$ cat src/rtl/ram_bank_scheduler.sv
// ram_bank_scheduler: passes RAM banks round a FREE -> FILLED -> PROCESSED ring
// between the fill, process and drain stages of the SD encrypt/decrypt flow.
// Each stage requests a bank, holds it while its grant is high and releases it
// with a one-cycle done pulse. A released bank becomes the downstream stage's.
module ram_bank_scheduler #(
  parameter int NBANKS = 4
) (
  input  logic       iclk,
  input  logic       irst,
  input  logic       iflush,
  input  logic       ifill_req,
  input  logic       iproc_req,
  input  logic       idrain_req,
  input  logic       ifill_done,
  input  logic       iproc_done,
  input  logic       idrain_done,
  output logic       ofill_grant,
  output logic       oproc_grant,
  output logic       odrain_grant,
  output logic [2:0] ofill_bank,
  output logic [2:0] oproc_bank,
  output logic [2:0] odrain_bank,
  output logic [3:0] ofree_cnt,
  output logic [3:0] ofilled_cnt,
  output logic [3:0] oproc_cnt,
  output logic       oidle,
  output logic       oerr
);

  // Stage index s: 0 = fill, 1 = process, 2 = drain.
  // Class index c: 0 = free, 1 = filled, 2 = processed.
  // Stage s takes banks from class s and releases them into class (s+1) mod 3.
  localparam int         NST       = 3;
  localparam logic [2:0] LAST_BANK = 3'(NBANKS - 1);
  localparam logic [3:0] FULL_CNT  = 4'(NBANKS);

  typedef enum logic {
    ST_IDLE = 1'b0,
    ST_HELD = 1'b1
  } stage_st_t;

  stage_st_t  r_st   [NST];
  logic [2:0] r_ptr  [NST];
  logic [2:0] r_bank [NST];
  logic [3:0] r_cnt  [NST];
  logic       r_err;
  logic       r_idle;

  logic [NST-1:0] w_req;
  logic [NST-1:0] w_done;
  logic [NST-1:0] w_grant;
  logic [NST-1:0] w_release;
  logic [NST-1:0] w_bad_done;
  logic [NST-1:0] w_held_nxt;
  logic [3:0]     w_cnt_nxt [NST];
  logic           w_idle_nxt;

  assign w_req  = {idrain_req, iproc_req, ifill_req};
  assign w_done = {idrain_done, iproc_done, ifill_done};

  // Per-stage grant/release decisions and the next class counts.
  always_comb begin
    // NOTE: every output of this block gets a default first, so no path can
    // leave a value unassigned and infer a latch.
    w_grant    = '0;
    w_release  = '0;
    w_bad_done = '0;
    w_held_nxt = '0;
    for (int s = 0; s < NST; s++) begin
      w_grant[s]    = (r_st[s] == ST_IDLE) && w_req[s] && (r_cnt[s] != 4'd0);
      w_release[s]  = (r_st[s] == ST_HELD) && w_done[s];
      w_bad_done[s] = (r_st[s] == ST_IDLE) && w_done[s];
      w_held_nxt[s] = w_grant[s] || ((r_st[s] == ST_HELD) && !w_done[s]);
    end
    // A class gains a bank when its upstream stage releases and loses one
    // when its consuming stage is granted; both in one cycle cancel out.
    w_cnt_nxt[0] = r_cnt[0] + {3'b000, w_release[2]} - {3'b000, w_grant[0]};
    w_cnt_nxt[1] = r_cnt[1] + {3'b000, w_release[0]} - {3'b000, w_grant[1]};
    w_cnt_nxt[2] = r_cnt[2] + {3'b000, w_release[1]} - {3'b000, w_grant[2]};
    w_idle_nxt   = (w_cnt_nxt[0] == FULL_CNT) && (w_held_nxt == '0);
  end

  // Stage FSMs, ring pointers, class counters and status flags.
  always_ff @(posedge iclk or posedge irst) begin
    // NOTE: the bank registers are reset along with the rest so the bank
    // outputs read 0 out of reset, as the downstream mux expects.
    if (irst) begin
      for (int s = 0; s < NST; s++) begin
        r_st[s]   <= ST_IDLE;
        r_ptr[s]  <= '0;
        r_bank[s] <= '0;
      end
      r_cnt[0] <= FULL_CNT;
      r_cnt[1] <= '0;
      r_cnt[2] <= '0;
      r_err    <= 1'b0;
      r_idle   <= 1'b1;
    end else if (iflush) begin
      for (int s = 0; s < NST; s++) begin
        r_st[s]   <= ST_IDLE;
        r_ptr[s]  <= '0;
        r_bank[s] <= '0;
      end
      r_cnt[0] <= FULL_CNT;
      r_cnt[1] <= '0;
      r_cnt[2] <= '0;
      r_err    <= 1'b0;
      r_idle   <= 1'b1;
    end else begin
      // NOTE: non-blocking assignments throughout, so every register here
      // updates from values sampled at the same edge.
      for (int s = 0; s < NST; s++) begin
        if (w_grant[s]) begin
          r_st[s]   <= ST_HELD;
          r_bank[s] <= r_ptr[s];
        end else if (w_release[s]) begin
          r_st[s]  <= ST_IDLE;
          r_ptr[s] <= (r_ptr[s] == LAST_BANK) ? 3'd0 : r_ptr[s] + 3'd1;
        end
        r_cnt[s] <= w_cnt_nxt[s];
      end
      if (|w_bad_done) begin
        r_err <= 1'b1;
      end
      r_idle <= w_idle_nxt;
    end
  end

  assign ofill_grant  = (r_st[0] == ST_HELD);
  assign oproc_grant  = (r_st[1] == ST_HELD);
  assign odrain_grant = (r_st[2] == ST_HELD);
  assign ofill_bank   = r_bank[0];
  assign oproc_bank   = r_bank[1];
  assign odrain_bank  = r_bank[2];
  assign ofree_cnt    = r_cnt[0];
  assign ofilled_cnt  = r_cnt[1];
  assign oproc_cnt    = r_cnt[2];
  assign oidle        = r_idle;
  assign oerr         = r_err;

endmodule

$ cat config.mk
export PLATFORM = sky130hd
export DESIGN_NAME = ram_bank_scheduler
export DESIGN_NICKNAME = d
export VERILOG_FILES = /design/src/rtl/ram_bank_scheduler.sv
export SDC_FILE = /design/constraint.sdc
export NUM_CORES = 1
export LEC_CHECK = 0
export ABC_AREA = 1
export CORE_ASPECT_RATIO = 1.25
export CORE_UTILIZATION = 40
export CTS_CLUSTER_SIZE = 12
export DETAILED_ROUTE_END_ITERATION = 7
export PLACE_DENSITY = 0.64
export SYNTH_ARGS = -nofsm -noshare
export SYNTH_HDL_FRONTEND = slang
export SYNTH_SLANG_ARGS = --single-unit
export TNS_END_PERCENT = 30
$ cat constraint.sdc
create_clock -name iclk -period 2.79 [get_ports iclk]
set_clock_uncertainty 0.05 [all_clocks]
set_input_delay 0.279 -clock iclk [delete_from_list [all_inputs] [get_ports iclk]]
set_output_delay 0.279 -clock iclk [all_outputs]
set_load 0.005 [all_outputs]
==> results of run 1 <==
## sequential cells by signal, indices dropped and copies added (netlist names)
register / cells
ofilled_cnt: 4
oproc_cnt: 4
odrain_bank: 3
oidle: 1
oproc_bank: 3
ofill_bank: 3
ofill_grant: 1
r_ptr: 9
oerr: 1
oproc_grant: 1
odrain_grant: 1
ofree_cnt: 4
## synthesized netlist by cell type (3+ instances only)
cell type  count  area share
buf_4          3       0.012
o21ai_0        4       0.011
fa_1           3       0.032
o21ai_1        3      0.0079
nor2_1        22       0.043
dfrtp_1       33        0.43
nand2_1       41       0.081
nand2_2        5       0.016
inv_2          3      0.0059
a21oi_1        9       0.024
nand3_1       22       0.058
inv_1         43       0.085
ha_1          17        0.11
## how the worst min path moves through the flow
| stage | endpoint | slack [ns] | cells past startpoint |
|---|---|---|---|
| after floorplan | oerr$_DFFE_PP0P_ | 0.37 | 2 |
| after global placement | oproc_bank[2]$_DFFE_PP0P_ | 0.44 | 2 |
| after detailed placement | ofill_bank[0]$_DFFE_PP0P_ | 0.45 | 2 |
| after CTS | oproc_cnt[2]$_DFF_PP0_ | 0.25 | 2 |
| after global routing | oproc_cnt[2]$_DFF_PP0_ | 0.29 | 2 |
| final | oproc_cnt[2]$_DFF_PP0_ | 0.24 | 2 |
## cells by family (layout without fill, tap and decap cells)
group	count (synthesis)	in the layout	synth area share
AND/OR/NAND/NOR	95	95	0.2149
buffers and inverters	50	90	0.1051
flip-flops	35	35	0.4612
AO/OA/AOI/OAI	22	22	0.06635
adder cells (fa/ha/maj)	20	20	0.1432
XOR/XNOR	2	2	0.009200
## final cells by class
class                           instances  area (sq um)
Fill cell                             433          2107
Sequential cell                        35         878.3
Multi-Input combinational cell        139         825.8
Timing Repair Buffer                   36         355.3
Inverter                               46         172.7
Clock buffer                            7         76.32
Tap cell                               58         72.57
Clock inverter                          1         5.005
## metal layers
metal	vias up	track usage	routed length, um
li1	775	-	-
met1	710	0.1987	1583
met2	33	0.2766	1883
met3	10	0.04741	123
met4	0	0.07955	94
met5	-	0	0
## critical path, cell delays in order (launching register included)
cell and delay (ns):
dfstp_2 0.52, inv_1 0.05, ha_1 0.19, nand2_1 0.10, nand2_2 0.12, nand2_1 0.08, nand2_1 0.05, ha_1 0.20
fa_1 0.43, inv_1 0.08, nand4_1 0.09, nor2_1 0.10, nand2_1 0.07, o21bai_2 0.10
## stage by stage
step,std cells,instance area [sq um]
6_report,322,2386
5_1_grt,322,2386
4_1_cts,322,2386
3_5_place_dp,314,2305
3_3_place_gp,314,2305
2_1_floorplan,224,1904
## power by group through the flow
stage,logic [uW],clock network [uW],registers [uW]
3_5_place_dp,952,0,710
3_3_place_gp,926,0,708
6_report,943,348,697
5_1_grt,1100,386,715
2_1_floorplan,629,0,703
4_1_cts,959,361,701
==> run_results.csv, run 1 <==
group,metric,value,unit
hold_path,hold_path.class,"primary input to async pin",
drt,dr_total_vias,1528,
die,rows,27,
drt,dr.pass1.iters,4,
logic_synthesis,yosysUniqueCellTypes,23,
logic_synthesis,async_reset_ff_frac,1.000,
cts,cts_hold_buffers,0,
logic_synthesis,synth_ff_type,"dfrtp_1",
grt,first_global_vias,1483,
layout,layout_commonest_cell,"inv_1",
cts,root_buffer,"clkbuf_8",
layout,syn2layout_area_growth,25.30,%
worst_setup_path,end_kind,"flop",
sta,final_hold_viol_count,0,
layout,layout-drive-gt1-share,0.07955,
worst_setup_path,criticalPathCategory,"flop to flop",
place,dp_hpwl,2792,um
logic_synthesis,synth_area_per_cell,8.501,sq um
grt,grt_pass1_wl,6417,um
worst_setup_path,regToRegEndpoint,"oidle$_DFF_PP1_",
layout,fin_util,0.5311,
sta,fin_crit_sh,0.8264,
power_and_ir_drop,power_density,833.7,nW/um^2
layout,layout_common_cells,"43 x inv_1, 41 x nand2_1, 34 x clkdlybuf4s50_1, 33 x dfrtp_1",
layout,n_antenna_cell,0,
power_and_ir_drop,p_sw_frac,0.3781,
drt,viasPerCell,4.745,
die,die-area,5043,sq um
status,status,"complete, no violations",
power_and_ir_drop,vdd_drop_max,0.3212,mV
sta,setup_slack,0.4843,ns
logic_synthesis,synth_edf_count,0,
power_and_ir_drop,pwr-share-clk,0.175,
cts,htreeDepth,2,
grt,grt_usage,0.1674,
worst_setup_path,r2r_cells,13,
cts,clk-insertion-delay-late,0.28,ns
cts,cts_tree,"done",
die,io_pins,35,
worst_setup_path,startpoint_type,"flop",
worst_setup_path,worstPathArrival,2.48,ns
layout,nets,292,
sta,fmax,433.7,MHz
place,finalWeightedCongestion,0.8415,
sta,maxSlewHeadroom,0.7045,
worst_setup_path,endpoint,"oidle$_DFF_PP1_",
drt,drtIter0Drc,57,
drt,drc,0,
power_and_ir_drop,p_comb_frac,0.474,
drt,post_drt_wl_per_cell,11.44,um
logic_synthesis,yosys_warnings,0,
grt,antenna_found_initial,0,
power_and_ir_drop,pwr-share-seq,0.351,
worst_setup_path,rrSetupSlack,0.48,ns
logic_synthesis,syn_inst,224,
grt,grt_max_degree,25,
place,io_buffers,34,
sta,slew_violations,0,
die,start_util,0.4238,
cts,clock-sinks,35,
sta,tightest_slew,0.4427,ns
cts,cts_resized,0,
cts,clk_pin_slew,0.07,ns
cts,cts_inserted_buffers,5,
grt,grt-ovfl-total,0,
power_and_ir_drop,internal-power,1237,uW
sta,period_needed,2.306,ns
logic_synthesis,seq_area_frac_synth,0.4612,
sta,hold_ws,0.2370,ns
logic_synthesis,synth_fp_nets,253,
power_and_ir_drop,totalPowerFinal,1989,uW
drt,wl,3685,um
logic_synthesis,synth_seq_cells,35,
worst_setup_path,crit_required,2.96,ns
sta,rsz0062_at_grt,"false",
die,die-width,63.72,um
die,core,4493,sq um
cts,clock_path_buffers,2,
worst_setup_path,rr_startpoint,"ofree_cnt[2]$_DFF_PP1_",
job,max-cap-violations,0,
sta,setup_viol,0,
cts,postCtsSetupBuffers,0,
die,die_y,79.15,um
worst_setup_path,cp-startpoint,"ofree_cnt[2]$_DFF_PP1_",
sta,finalSetupTns,0,ns
worst_setup_path,critPathMaxFanout,7,
power_and_ir_drop,switching_power,752.0,uW
power_and_ir_drop,leakage,0.001251,uW
place,place_ws,0.4187,ns
logic_synthesis,syn-cell-area,1904,sq um
drt,postRouteAntennaNets,0,
Note: power is estimated with default switching activity, not from simulation.
==> run 2, diff against run 1 <==
- clock period: 2.79 -> 2.2 ns (I/O delays scaled with it)
==> run 2 against run 1 <==
Effect of this change: die area unchanged; setup slack lost 0.45 ns; total power increased by 45%; combinational power up 50%; largest power group unchanged; sequential share of layout area shrank 2.7 points; design area up 7.9%; sequential cell count is the same; highest routed layer unchanged; routed wire length increased by 1.6%; worst hold slack gained 0.034 ns.
==> run_results.csv, run 2 (synthesized netlist as in run 1, its figures left out) <==
group,metric,value,unit
status,status,"complete, no violations",
worst_setup_path,critPathTopFamily,"adder cells",
worst_setup_path,critPathMaxFanout,2,
layout,layout_common_cells,"41 x inv_1, 39 x nand2_1, 34 x clkdlybuf4s50_1, 33 x dfrtp_1",
drt,wl,3744,um
worst_setup_path,r2r_cells,13,
die,die-width,63.72,um
cts,clk_pin_slew,0.07,ns
die,rows,27,
power_and_ir_drop,pwr-share-seq,0.301,
drt,post_drt_wl_per_cell,11.08,um
layout,syn2layout_area_growth,35.22,%
cts,root_buffer,"clkbuf_8",
grt,grt-ovfl-total,0,
worst_setup_path,critPathBufInv,2,
layout,final_area,2575,sq um
sta,period_needed,2.162,ns
layout,top_register,"r_ptr",
place,io_buffers,34,
power_and_ir_drop,internal-power,1851,uW
cts,cts_tree,"done",
worst_setup_path,crit_slowest_cell,"dfstp_2",
cts,clk-insertion-delay-late,0.29,ns
layout,n_antenna_cell,0,
hold_path,hold_path.class,"primary input to async pin",
worst_setup_path,worstPathArrival,2.34,ns
die,io_pins,35,
grt,antenna_found_initial,0,
sta,slew_violations,0,
job,max-cap-violations,0,
worst_setup_path,rrSetupSlack,0.04,ns
layout,largest_reg_flops,9,
place,dp_hpwl,2805,um
layout,fill_cells,417,
power_and_ir_drop,p_sw_frac,0.3569,
cts,clock-sinks,35,
die,core,4493,sq um
power_and_ir_drop,p_comb_frac,0.490,
worst_setup_path,timing.critical_path.slowest_cell_delay,0.54,ns
drt,viasPerCell,4.695,
power_and_ir_drop,switching_power,1027,uW
grt,grt_usage,0.1703,
place,place_area,2395,sq um
layout,nets,308,
worst_setup_path,rr_startpoint,"ofree_cnt[2]$_DFF_PP1_",
sta,tightest_slew,0.4448,ns
cts,clock_path_buffers,2,
die,start_util,0.4238,
worst_setup_path,startpoint_type,"flop",
worst_setup_path,path_cells,"inv_2 > ha_4 > nand2_4 > nand2_4 > nand2_2 > nand2_1 > ha_2 > fa_1 > inv_2 > nand4_1 > nor2_1 > nand2_1 > o21bai_2",
layout,layout-drive-gt1-share,0.1643,
power_and_ir_drop,power_density,1118,nW/um^2
sta,final_hold_viol_count,0,
layout,fin_cells,338,
sta,rsz0062_at_grt,"true",
worst_setup_path,criticalPathCategory,"flop to flop",
worst_setup_path,regToRegEndpoint,"oidle$_DFF_PP1_",
sta,fin_crit_sh,0.9825,
place,finalWeightedCongestion,0.7935,
grt,grt_pass1_wl,6410,um
power_and_ir_drop,pwr-share-clk,0.209,
cts,cts_inserted_buffers,5,
grt,first_global_vias,1483,
layout,layout_commonest_cell,"inv_1",
sta,setup_viol,0,
drt,dr_total_vias,1587,
drt,drtIter0Drc,52,
cts,cts_hold_buffers,0,
worst_setup_path,end_kind,"flop",
die,die_y,79.15,um
drt,postRouteAntennaNets,0,
drt,dr.pass1.iters,4,
cts,htreeDepth,2,
place,dp_cells,326,
worst_setup_path,crit_required,2.38,ns
power_and_ir_drop,leakage,0.001349,uW
drt,drc,0,
sta,fmax,462.6,MHz
grt,grt_max_degree,36,
power_and_ir_drop,vdd_drop_max,0.5194,mV
sta,maxSlewHeadroom,0.7034,
die,die-area,5043,sq um
## run 2: changes by cell type in the layout (fill, tap and decap cells not counted), moves of 2 or more
cell / change
nand2_1: -2
buf_4: +16
clkbuf_1: -2
inv_2: +2
inv_1: -2
nand2_4: +2
ha_1: -2
## run 2: power by group through the flow
stage	clock network (uW)	logic, uW	registers, uW
after floorplan	0	797	892
after global placement	0	1290	876
after detailed placement	0	1320	879
after CTS	621	1370	868
after global routing	650	1620	885
final	601	1410	866
## run 2: area by class of cell
type / count / area (sq um) / area share
well taps: 58 / 72.57 / 0.02818
clock inverters: 2 / 35.03 / 0.01361
multi-input cells: 139 / 858.3 / 0.3333
inverters: 46 / 172.7 / 0.06706
repair buffers: 52 / 475.5 / 0.1846
flip-flops and latches: 35 / 878.3 / 0.3411
clock buffers: 6 / 82.58 / 0.03207
## run 2: worst reg2reg max path, cell delays in order, from the launching register on
cell	delay, ns
dfstp_2	0.54
inv_2	0.05
ha_4	0.15
nand2_4	0.06
nand2_4	0.05
nand2_2	0.06
nand2_1	0.05
ha_2	0.18
fa_1	0.46
inv_2	0.07
nand4_1	0.07
nor2_1	0.12
nand2_1	0.07
o21bai_2	0.12
## run 2: worst max-delay path by stage
stage	startpoint	to	slack (ns)	cells past startpoint
floorplan	ofree_cnt[2]$_DFF_PP1_	oidle$_DFF_PP1_	0.03	13
global placement	iproc_req	ofilled_cnt[2]$_DFF_PP0_	0.02	12
detailed placement	idrain_done	oidle$_DFF_PP1_	-0.04	11
CTS	ofree_cnt[2]$_DFF_PP1_	oidle$_DFF_PP1_	0.02	13
global route	ofree_cnt[2]$_DFF_PP1_	oidle$_DFF_PP1_	-0.08	13
finish	ofree_cnt[2]$_DFF_PP1_	oidle$_DFF_PP1_	0.04	13
## run 2: layer usage
metal / part of all wire / global-route usage
met2: 0.53 / 0.2968
met5: 0 / 0
met4: 0.018 / 0.07955
met1: 0.42 / 0.1899
met3: 0.035 / 0.04741
## run 2: repair_timing
| item | in CTS | in global routing |
|---|---|---|
| endpoints found under the setup margin | 1 | 2 |
| pin swaps | 4 | 7 |
| gates cloned | 0 | 0 |
| gates resized for setup | 3 | 7 |
| setup buffers | 1 | 3 |
## run 2: through the flow
stage / hold slack (ns) / worst slack (ns) / TNS [ns] / util / total power [uW]
2_1_floorplan: 0.3120 / 0.03477 / 0 / - / 1689
5_1_grt: 0.3220 / -0.07546 / -0.07546 / 0.5731 / 3156
3_5_place_dp: 0.4399 / -0.04398 / -0.06233 / 0.5330 / 2204
4_1_cts: 0.2845 / 0.02364 / 0 / 0.5625 / 2857
3_3_place_gp: 0.4429 / 0.01664 / 0 / 0.5330 / 2169
6_report: 0.2705 / 0.03840 / 0 / 0.5731 / 2878
